`src/rtl/ahb_bridge_pkg.sv`:
```
// Shared AHB-Lite constants and sink master
// state encoding for the AHB2AHB bridge.
package ahb_bridge_pkg;

  localparam logic [1:0] HTRANS_IDLE   = 2'b00;
  localparam logic [1:0] HTRANS_NONSEQ = 2'b10;
  localparam logic [2:0] HSIZE_WORD    = 3'b010;
  localparam logic [2:0] HBURST_SINGLE = 3'b000;
  localparam logic       HRESP_OKAY    = 1'b0;
  localparam logic       HRESP_ERROR   = 1'b1;

  localparam logic [31:0] ERR_PATTERN_DEF = 32'hDEAD_BEEF;

  localparam logic [2:0] ST_IDLE = 3'd0;
  localparam logic [2:0] ST_ADDR = 3'd1;
  localparam logic [2:0] ST_PIPE = 3'd2;
  localparam logic [2:0] ST_DATA = 3'd3;
  localparam logic [2:0] ST_ERR2 = 3'd4;

  typedef enum logic [2:0] {
    S_IDLE = ST_IDLE,
    S_ADDR = ST_ADDR,
    S_PIPE = ST_PIPE,
    S_DATA = ST_DATA,
    S_ERR2 = ST_ERR2
  } sm_state_t;

endpackage

```
`src/rtl/ahb_sink_master.sv`:
```
// AHB-Lite master at the sink end of the bridge:
// turns the controller request stream into NONSEQ singles.
module ahb_sink_master
  import ahb_bridge_pkg::*;
#(
  parameter int ADDR_WIDTH = 32,
  parameter int DATA_WIDTH = 32,
  parameter logic [2:0] HSIZE_VAL = HSIZE_WORD,
  parameter logic [DATA_WIDTH-1:0] ERR_PATTERN =
    ERR_PATTERN_DEF
) (
  input  logic                  i_clk_sink,
  input  logic                  i_rstn_sink,
  input  logic                  i_valid,
  input  logic                  i_rd0_wr1,
  input  logic [ADDR_WIDTH-1:0] i_addr,
  input  logic [DATA_WIDTH-1:0] i_wr_data,
  output logic                  o_ready,
  input  logic                  i_hold,
  output logic                  o_busy,
  output logic                  o_rd_valid,
  output logic [DATA_WIDTH-1:0] o_rd_data,
  output logic                  o_err,
  output logic [ADDR_WIDTH-1:0] o_haddr,
  output logic [1:0]            o_htrans,
  output logic                  o_hwrite,
  output logic [2:0]            o_hsize,
  output logic [2:0]            o_hburst,
  output logic [DATA_WIDTH-1:0] o_hwdata,
  input  logic [DATA_WIDTH-1:0] i_hrdata,
  input  logic                  i_hready,
  input  logic                  i_hresp
);

  sm_state_t state_q;
  sm_state_t state_d;

  logic [DATA_WIDTH-1:0] wdata_q;
  logic dp_wr_q;
  logic b_held_q;
  logic err_rsp;
  logic rdy_st;
  logic acc;
  logic addr_done;
  logic data_done;
  logic data_err;
  logic enter_err;
  logic reissue;

  assign err_rsp  = (i_hresp == HRESP_ERROR);
  assign o_busy   = (state_q != S_IDLE);
  assign o_hsize  = HSIZE_VAL;
  assign o_hburst = HBURST_SINGLE;

  always_comb begin
    rdy_st = 1'b0;
    unique case (state_q)
      S_IDLE:         rdy_st = 1'b1;
      S_ADDR, S_PIPE: rdy_st = i_hready && !err_rsp;
      S_DATA:         rdy_st = !err_rsp;
      default:        rdy_st = 1'b0;
    endcase
  end

  assign o_ready = i_rstn_sink && !i_hold && rdy_st;
  assign acc     = i_valid && o_ready;

  always_ff @(posedge i_clk_sink) begin
    if (!i_rstn_sink) state_q <= S_IDLE;
    else              state_q <= state_d;
  end

  always_comb begin
    state_d   = state_q;
    addr_done = 1'b0;
    data_done = 1'b0;
    data_err  = 1'b0;
    enter_err = 1'b0;
    reissue   = 1'b0;
    unique case (state_q)
      S_IDLE: begin
        if (acc) state_d = S_ADDR;
      end
      S_ADDR: begin
        if (i_hready) begin
          addr_done = 1'b1;
          state_d   = acc ? S_PIPE : S_DATA;
        end
      end
      S_PIPE: begin
        if (i_hready) begin
          addr_done = 1'b1;
          data_done = 1'b1;
          data_err  = err_rsp;
          state_d   = acc ? S_PIPE : S_DATA;
        end else if (err_rsp) begin
          enter_err = 1'b1;
          state_d   = S_ERR2;
        end
      end
      S_DATA: begin
        if (i_hready) begin
          data_done = 1'b1;
          data_err  = err_rsp;
          state_d   = acc ? S_ADDR : S_IDLE;
        end else if (err_rsp) begin
          enter_err = 1'b1;
          state_d   = S_ERR2;
        end else if (acc) begin
          state_d = S_PIPE;
        end
      end
      S_ERR2: begin
        if (i_hready) begin
          data_done = 1'b1;
          data_err  = 1'b1;
          reissue   = b_held_q;
          state_d   = b_held_q ? S_ADDR : S_IDLE;
        end
      end
      default: state_d = S_IDLE;
    endcase
  end

  // The cancelled pipelined address stays in o_haddr
  // and is replayed as NONSEQ once ERR2 completes.
  always_ff @(posedge i_clk_sink) begin
    if (!i_rstn_sink) begin
      o_haddr  <= '0;
      o_htrans <= HTRANS_IDLE;
      o_hwrite <= 1'b0;
      o_hwdata <= '0;
      wdata_q  <= '0;
      dp_wr_q  <= 1'b0;
      b_held_q <= 1'b0;
    end else begin
      if (acc) begin
        o_haddr  <= i_addr;
        o_hwrite <= i_rd0_wr1;
        o_htrans <= HTRANS_NONSEQ;
        wdata_q  <= i_wr_data;
      end else if (addr_done || enter_err) begin
        o_htrans <= HTRANS_IDLE;
      end else if (reissue) begin
        o_htrans <= HTRANS_NONSEQ;
      end
      if (addr_done) begin
        o_hwdata <= wdata_q;
        dp_wr_q  <= o_hwrite;
      end
      if (enter_err) b_held_q <= (state_q == S_PIPE);
    end
  end

  always_ff @(posedge i_clk_sink) begin
    if (!i_rstn_sink) begin
      o_rd_valid <= 1'b0;
      o_rd_data  <= '0;
      o_err      <= 1'b0;
    end else begin
      o_rd_valid <= data_done && !dp_wr_q;
      o_err      <= data_done && data_err;
      if (data_done && !dp_wr_q)
        o_rd_data <= data_err ? ERR_PATTERN : i_hrdata;
    end
  end

endmodule

```
`config.mk`:
```
export PLATFORM = sky130hd
export DESIGN_NAME = ahb_sink_master
export DESIGN_NICKNAME = d
export VERILOG_FILES = /design/src/rtl/ahb_bridge_pkg.sv /design/src/rtl/ahb_sink_master.sv
export SDC_FILE = /design/constraint.sdc
export NUM_CORES = 1
export LEC_CHECK = 0
export CAP_MARGIN = 20
export CORE_AREA = 8 8 127 129
export DETAILED_ROUTE_END_ITERATION = 8
export DIE_AREA = 0 0 135 137
export PLACE_DENSITY = 0.85
export SYNTH_ARGS = -nofsm -noshare
export SYNTH_HDL_FRONTEND = slang
export SYNTH_SLANG_ARGS = --single-unit
export TNS_END_PERCENT = 1
```
`constraint.sdc`:
```
create_clock -name i_clk_sink -period 1.6 [get_ports i_clk_sink]
set_clock_uncertainty 0.05 [all_clocks]
set_input_delay 0.24 -clock i_clk_sink [delete_from_list [all_inputs] [get_ports i_clk_sink]]
set_output_delay 0.24 -clock i_clk_sink [all_outputs]
set_load 0.05 [all_outputs]
```
# Yosys cells after proc, flatten, opt, wreduce, memory -nomap -nowiden
# Index checks and enable logic that the tools add are counted.
[totals]
ram_bits = 0
wordCells = 64
latch_bits = 0
ff_bits = 137
input_bits = 103
output_inout_bits = 109
rom_bits = 0
memories = 0
[classes]
addsub = 0
bitwise = 0
n_mul = 0
div_mod_pow = 0
reduce_logical = 17
muxes = 27
shift = 0
order_cmp = 0
n_eq_ne = 9
[op_table]
columns = ["op", "n"]
rows = [
  ["two-way mux 32 bit", 1],
  ["two-way mux 3 bit", 8],
  ["case mux 3 bit (5 select lines)", 1],
  ["two-way mux 1 bit", 12],
  ["== test 3 x 2 -> 1 bit (second input constant)", 2],
  ["logical AND 1 bit", 6],
  ["two-way mux 2 bit", 3],
  ["inequality test 2 bit (second input constant)", 3],
  ["nonzero test 3 bit", 2],
  ["AND reduction 5 bit", 1],
  ["inequality test 4 bit (second input constant)", 1],
  ["OR reduction 2 bit", 2],
  ["== test 3 x 1 -> 1 bit (second input constant)", 1],
  ["== test 3 bit (second input constant)", 1],
  ["zero test 1 bit", 3],
  ["zero test 3 bit", 1],
  ["inequality test 3 bit (second input constant)", 1],
  ["case mux 1 bit (3 select lines)", 1],
  ["OR reduction 3 bit", 1],
  ["case mux 1 bit (2 select lines)", 1],
  ["logical OR 1 bit", 1],
]

# Depth between registers and ports, before layout
# Gate-level depths: netlist of the first run.
[depth]
depth_word = 9
ltp_mapped = 7

# Worst setup path before layout of the first run
# No wires, ideal clock.
[synth_path]
path_kind = "in2out"
startpoint = "input i_rstn_sink"
endpoint = "output o_ready"
stages = 4
path_buffers = 2
path_slack_ns = -0.577
arrival_ns = 1.887
path_cell_list = "buf_2 clkinv_1 clkbuf_1 nor3_1"
[synth_via]
elab_chain_len = 2
[synth_lines]
columns = ["element", "line", "rtl"]
rows = [
  ["from (decl)", "ahb_sink_master.sv:13", "input logic i_rstn_sink,"],
  ["logical AND 1 bit (2 in series)", "ahb_sink_master.sv:65", "assign o_ready = i_rstn_sink && !i_hold && rdy_st;"],
  ["to (decl)", "ahb_sink_master.sv:18", "output logic o_ready,"],
]
# No other way between the ends.

# Worst setup path after layout of the first run
[layout_path]
startpoint = "register state_q[0]"
endpoint = "output o_ready"
[layout_via]
elab_chain_len = 4
elab_cells_between_ends = 7
cone_classes = "eq/ne (3); mux (1); reduce/logical (3)"
[layout_lines]
columns = ["element", "line", "rtl"]
rows = [
  ["from (decl)", "ahb_sink_master.sv:35", "sm_state_t state_q;"],
  ["from (signal assigned)", "ahb_sink_master.sv:70", "else state_q <= state_d;"],
  ["== test 3 x 2 -> 1 bit or == test 3 x 1 -> 1 bit (tied branches)", "ahb_sink_master.sv:57", "unique case (state_q)"],
  ["OR reduction 2 bit (no line)", "-", ""],
  ["case mux 1 bit (3 select lines) *", "ahb_sink_master.sv:57", ""],
  ["logical AND 1 bit *", "ahb_sink_master.sv:65", ""],
]
# Every way passes the cells marked *; elsewhere a longest branch is shown, timed or not.

==> results.json, run 1 <==
{
  "antenna_found_initial": 1,
  "place_inst": 1025,
  "final_common_cell": "nand2_1",
  "slew_violations": 0,
  "remaining_drc_errors": 0,
  "seq_area_frac_synth_pct": 50.6,
  "critPathMaxFanout": 3,
  "cts_buffers": 17,
  "clk_pin_slew_worst_paths_ns": 0.06,
  "cts_max_level": 4,
  "routedWlPerCell_um": 16.1,
  "numClockSinks": 137,
  "status": "complete, but fails checks",
  "setup_viol_count_final": 2,
  "die-area_mm2": 0.0185,
  "violations": "negative setup slack",
  "core_area_mm2": 0.0142,
  "portBuffers": 204,
  "grt_pass1_wl_um": 27500,
  "clk_latency_ns": 0.41,
  "cts_tree": "built",
  "synth.distinct_cells": 42,
  "dr.pass1.iters": 5,
  "vdd_ir_drop_max_mv": 0.662,
  "fmax_mhz": 565,
  "fin_total_pwr_mw": 9.32,
  "grt_max_degree": 69,
  "vias": 5298,
  "synthArstFlopShare_pct": 0,
  "worstHoldPathType": "in -> reg",
  "stdcell_area_mm2": 0.00848,
  "routabilityCongestion": 0.804,
  "synth_edf_count": 0,
  "clock_path_buffers": 2,
  "drt-initial-drc-count": 306,
  "setup_ws_ns": -0.170,
  "antenna_left": 0,
  "grt_pass1_vias": 5350,
  "finalHoldViolations": 0,
  "fin_cells": 1060,
  "cts_root_buffer": "clkbuf_16",
  "startpoint_type": "register",
  "start_util_pct": 38.2,
  "final_nets": 966,
  "yosys_warnings": 0,
  "vias_per_cell": 5.00,
  "fillers": 1248,
  "end_kind": "output pin",
  "drv_cap": 0,
  "rsz0062_at_grt": "yes",
  "syn_inst": 649,
  "leakage_nw": 3.22,
  "die_h_um": 137,
  "hpwl_um": 11900,
  "die_w_um": 135,
  "ioPinCount": 212,
  "track_usage_pct": 18.5,
  "cp.required_ns": 1.31,
  "crit_arrival_ns": 1.48,
  "area_growth_pct": 56.4,
  "synthFlopType": "dfxtp_1",
  "powerDensity_mw_per_mm2": 1100,
  "period_share_pct": 111,
  "fp-row-count": 44,
  "mostFrequentLayoutCells": "142 x nand2_1, 135 x dfxtp_1, 129 x buf_4",
  "grt.overflow.total": 0,
  "antennaDiodeCount": 0,
  "critical_path_class": "reg -> out",
  "drt_wl_total_um": 17100,
  "place_area_mm2": 0.00772,
  "syn_area_mm2": 0.00542,
  "synth_seq_cells": 137,
  "drive_gt1_share_pct": 28.5,
  "period_needed_ns": 1.77,
  "synth.avg_cell_area_um2": 8.35
}
==> critical path: stages, from the launching register on <==
cell     delay [ns]
dfxtp_4        0.36
buf_6          0.12
o22ai_4        0.18
nand2_2        0.09
nor3_4         0.16
buf_12         0.16
==> synthesized netlist by cell type, types with 2 or more instances <==
library cell	count	area share, %
nand2_1	143	9.9
dfxtp_1	137	51
nand3_1	72	6.6
o21ai_0	68	6.3
a21oi_1	44	4.1
nor3_2	40	7.4
nor2_1	33	2.3
clkbuf_1	28	1.9
buf_4	14	1.9
buf_2	12	1.1
nor3_1	11	1.0
clkbuf_2	4	0.37
a31oi_1	3	0.35
buf_6	3	0.62
inv_1	3	0.21
nor2b_1	3	0.35
conb_1	2	0.14
mux2i_1	2	0.37
nor3b_1	2	0.28
o211ai_1	2	0.28
or3_1	2	0.23
==> what timing repair did <==
| item | CTS | global route |
|---|---|---|
| pin swaps | 4 | 13 |
| setup buffers | 3 | 0 |
| cloned | 0 | 0 |
| resized for setup | 6 | 29 |
| setup endpoints to repair | 55 | 108 |
| endpoints found under the hold margin | 0 | 0 |
| hold buffers | 0 | 0 |
==> final timing paths <==
kind,startpoint,end,slack [ns],cells after the start
worst max-delay path,state_q[0],o_ready,-0.17,5
worst min-delay path,i_wr_data[5],wdata_q[5],0.33,3
worst max register to register,state_q[1],o_haddr[10],0.01,7
worst min register to register,o_haddr[27],o_haddr[27],0.40,2
==> through the flow <==
step	setup TNS, ns	setup slack, ns	hold WS (ns)	util, %
floorplan	0	0.0154	0.320	-
global placement	-23.26	-0.215	0.387	54.3
detailed placement	-26.93	-0.277	0.393	54.3
CTS	-8.59	-0.241	0.314	59.2
global route	-3.89	-0.241	0.329	59.7
finish	-0.340	-0.170	0.332	59.7
==> sequential cells by signal (all words and copies together), names as in the netlist <==
register	cells
o_haddr	32
o_hwdata	32
o_rd_data	32
wdata_q	32
state_q	3
b_held_q	1
dp_wr_q	1
o_err	1
o_htrans	1
o_hwrite	1
o_rd_valid	1
==> kinds of logic after synthesis <==
| group | Yosys count | synth area share [%] |
|---|---|---|
| AOI/OAI and AO/OA | 127 | 12.7 |
| xor gates and xnor gates | 1 | 0.162 |
| buffers and inverters | 68 | 6.97 |
| DFF | 137 | 50.6 |
| muxes | 2 | 0.369 |
| other | 2 | 0.139 |
| and+or+nand+nor | 312 | 29.1 |
==> final cells by class <==
cell class / count / area [um^2] / share of cell area [%]
Timing Repair Buffer: 254 / 2410 / 28.4
Sequential cell: 137 / 2750 / 32.4
Clock buffer: 22 / 484 / 5.71
Multi-Input combinational cell: 449 / 2420 / 28.6
Inverter: 4 / 15.0 / 0.177
Clock inverter: 10 / 164 / 1.93
Tap cell: 184 / 230 / 2.72
==> power breakdown <==
group	total, mW	switching (mW)	internal, mW
logic	1.46	0.850	0.614
registers	3.63	0.0765	3.55
clock network	4.23	1.45	2.78
total	9.32	2.38	6.95
==> metal layers <==
layer / share of wire [%] / vias up / track usage, %
li1: - / 2593 / -
met4: 1.4 / 2 / 6.48
met2: 49 / 195 / 31.2
met5: 0.070 / - / 0
met1: 41 / 2489 / 20.5
met3: 9.1 / 19 / 8.04
(Power assumes the default switching activity.)
==> run 2: changes to the inputs <==
CORE_AREA = 8 8 105 107   (was 8 8 127 129)
DIE_AREA = 0 0 113 115   (was 0 0 135 137)
DONT_BUFFER_PORTS = 1   (was default)
PLACE_DENSITY = 0.84   (was 0.85)
SLEW_MARGIN = 10   (was default)
clock period = 2.2 ns   (was 1.6 ns; I/O delays follow)
==> run 2 against run 1 <==
Effect of this change: the run now ends clean; global-route usage up 6.8 points; flip-flop and latch count is the same; sequential power fell by 20%; via count shrank 5.7%; worst setup slack improved by 0.27 ns; worst hold slack got worse by 0.28 ns; design area is 17% lower; critical path depth is the same; clock power fell by 33%.
==> results.json, run 2 (synthesized netlist as in run 1, its figures left out) <==
{
  "fin_total_pwr_mw": 6.29,
  "dr.pass1.iters": 5,
  "fmax_mhz": 477,
  "drt-initial-drc-count": 454,
  "track_usage_pct": 25.4,
  "hpwl_um": 9650,
  "routedWlPerCell_um": 19.6,
  "grt_max_degree": 70,
  "numClockSinks": 137,
  "core_area_mm2": 0.00946,
  "cts_tree": "built",
  "fp-row-count": 36,
  "die_h_um": 115,
  "r2r_end": "state_q[2]",
  "period_needed_ns": 2.10,
  "critPathMaxFanout": 13,
  "cts_buffers": 17,
  "final_common_cell": "nand2_1",
  "drive_gt1_share_pct": 12.6,
  "min_to": "o_err",
  "routabilityCongestion": 0.863,
  "fin_cells": 855,
  "vdd_ir_drop_max_mv": 0.566,
  "drv_cap": 0,
  "clk_latency_ns": 0.52,
  "rr_startpoint": "state_q[2]",
  "die_w_um": 113,
  "fillers": 611,
  "grt.overflow.total": 0,
  "worstHoldPathType": "in -> reg",
  "leakage_nw": 2.42,
  "tightest_slew_ns": 0.597,
  "powerDensity_mw_per_mm2": 894,
  "fin_util_pct": 74.5,
  "multi_input_area_mm2": 0.00235,
  "antenna_found_initial": 3,
  "end_kind": "output pin",
  "area_growth_pct": 29.9,
  "mostFrequentLayoutCells": "143 x nand2_1, 135 x dfxtp_1, 99 x dlygate4sd3_1",
  "portBuffers": 0,
  "vias": 4994,
  "ff_latch_area_mm2": 0.00275,
  "antenna_left": 0,
  "ioPinCount": 212,
  "place_inst": 718,
  "period_share_pct": 95.3,
  "critical_path_class": "reg -> out",
  "min_from": "i_hready",
  "remaining_drc_errors": 0,
  "status": "finished, final reports clean",
  "startpoint_type": "register",
  "grt_pass1_wl_um": 26200,
  "r2r_slack_ns": 0.37,
  "slew_violations": 0,
  "clk_pin_slew_worst_paths_ns": 0.06,
  "setup_viol_count_final": 0,
  "finalHoldViolations": 0,
  "final_nets": 826,
  "cts_max_level": 4,
  "die-area_mm2": 0.0130,
  "post_cts.repair.setup_buffers": 0,
  "start_util_pct": 57.3,
  "clock_path_buffers": 2,
  "crit_arrival_ns": 1.72,
  "r2r_cells": 4,
  "rsz0062_at_grt": "no",
  "tns_ns": 0,
  "grt_pass1_vias": 5000,
  "cp.required_ns": 1.82,
  "drt_wl_total_um": 16800,
  "whs_path_depth": 2,
  "slew_headroom_pct": 60.1,
  "vias_per_cell": 5.84,
  "cts_root_buffer": "clkbuf_8"
}
run 2: worst max path at each step:
| stage | slack [ns] | from | cells past startpoint | endpoint |
|---|---|---|---|---|
| final | 0.10 | state_q[0] | 5 | o_ready |
| after global routing | 0.002 | state_q[0] | 5 | o_ready |
| after CTS | 0.08 | state_q[0] | 5 | o_ready |
| after detailed placement | 0.31 | state_q[0] | 5 | o_haddr[27] |
| after global placement | 0.42 | state_q[0] | 5 | o_ready |
| after floorplan | 0.25 | i_rstn_sink | 4 | o_ready |
run 2: worst max-delay path, cell delays in order, from the launching register on:
cell     delay, ns
dfxtp_4       0.44
a21oi_1       0.13
o22ai_4       0.19
nand2_1       0.11
nor3_2        0.11
buf_4         0.22
run 2: area by class of cell:
type / count / share of cell area, %
Sequential cell: 137 / 39.0
Timing Repair Buffer: 114 / 16.7
Clock inverter: 9 / 1.99
Clock buffer: 23 / 6.48
Tap cell: 114 / 2.03
Inverter: 4 / 0.213
Antenna cell: 5 / 0.178
Multi-Input combinational cell: 449 / 33.4
run 2: stage by stage:
step                cell area, um^2  hold WS (ns)  setup WS [ns]
global placement               5410         0.356          0.423
global route                   7040        0.0524        0.00210
CTS                            7030        0.0288         0.0761
finish                         7040        0.0495          0.103
floorplan                      5440         0.382          0.255
detailed placement             5410         0.362          0.308
run 2: where the power goes:
part | internal, mW | switching (mW) | leakage (nW) | total, mW
sequential | 2.58 | 0.303 | 1.11 | 2.89
clock | 1.80 | 1.04 | 0.283 | 2.84
combinational | 0.236 | 0.332 | 1.02 | 0.568
total | 4.62 | 1.68 | 2.42 | 6.29
run 2: repair_timing:
item                                    CTS  global route
endpoints found under the hold margin   103             0
endpoints found under the setup margin    1             0
hold buffers                            100             0
gates resized for setup                   4             0
run 2: metal layers:
layer	global-route usage, %	share of wire (%)	wire (um)
met1	26.0	35	5870
met2	42.1	49	8260
met3	12.5	13	2140
met4	13.6	3.1	514
met5	0	0	0
==> run 3: changes to the inputs <==
ABC_CLOCK_PERIOD_IN_PS = 2200   (was default)
==> results of run 3 <==
Final layout, timing and power as in run 2 (identical DEF).
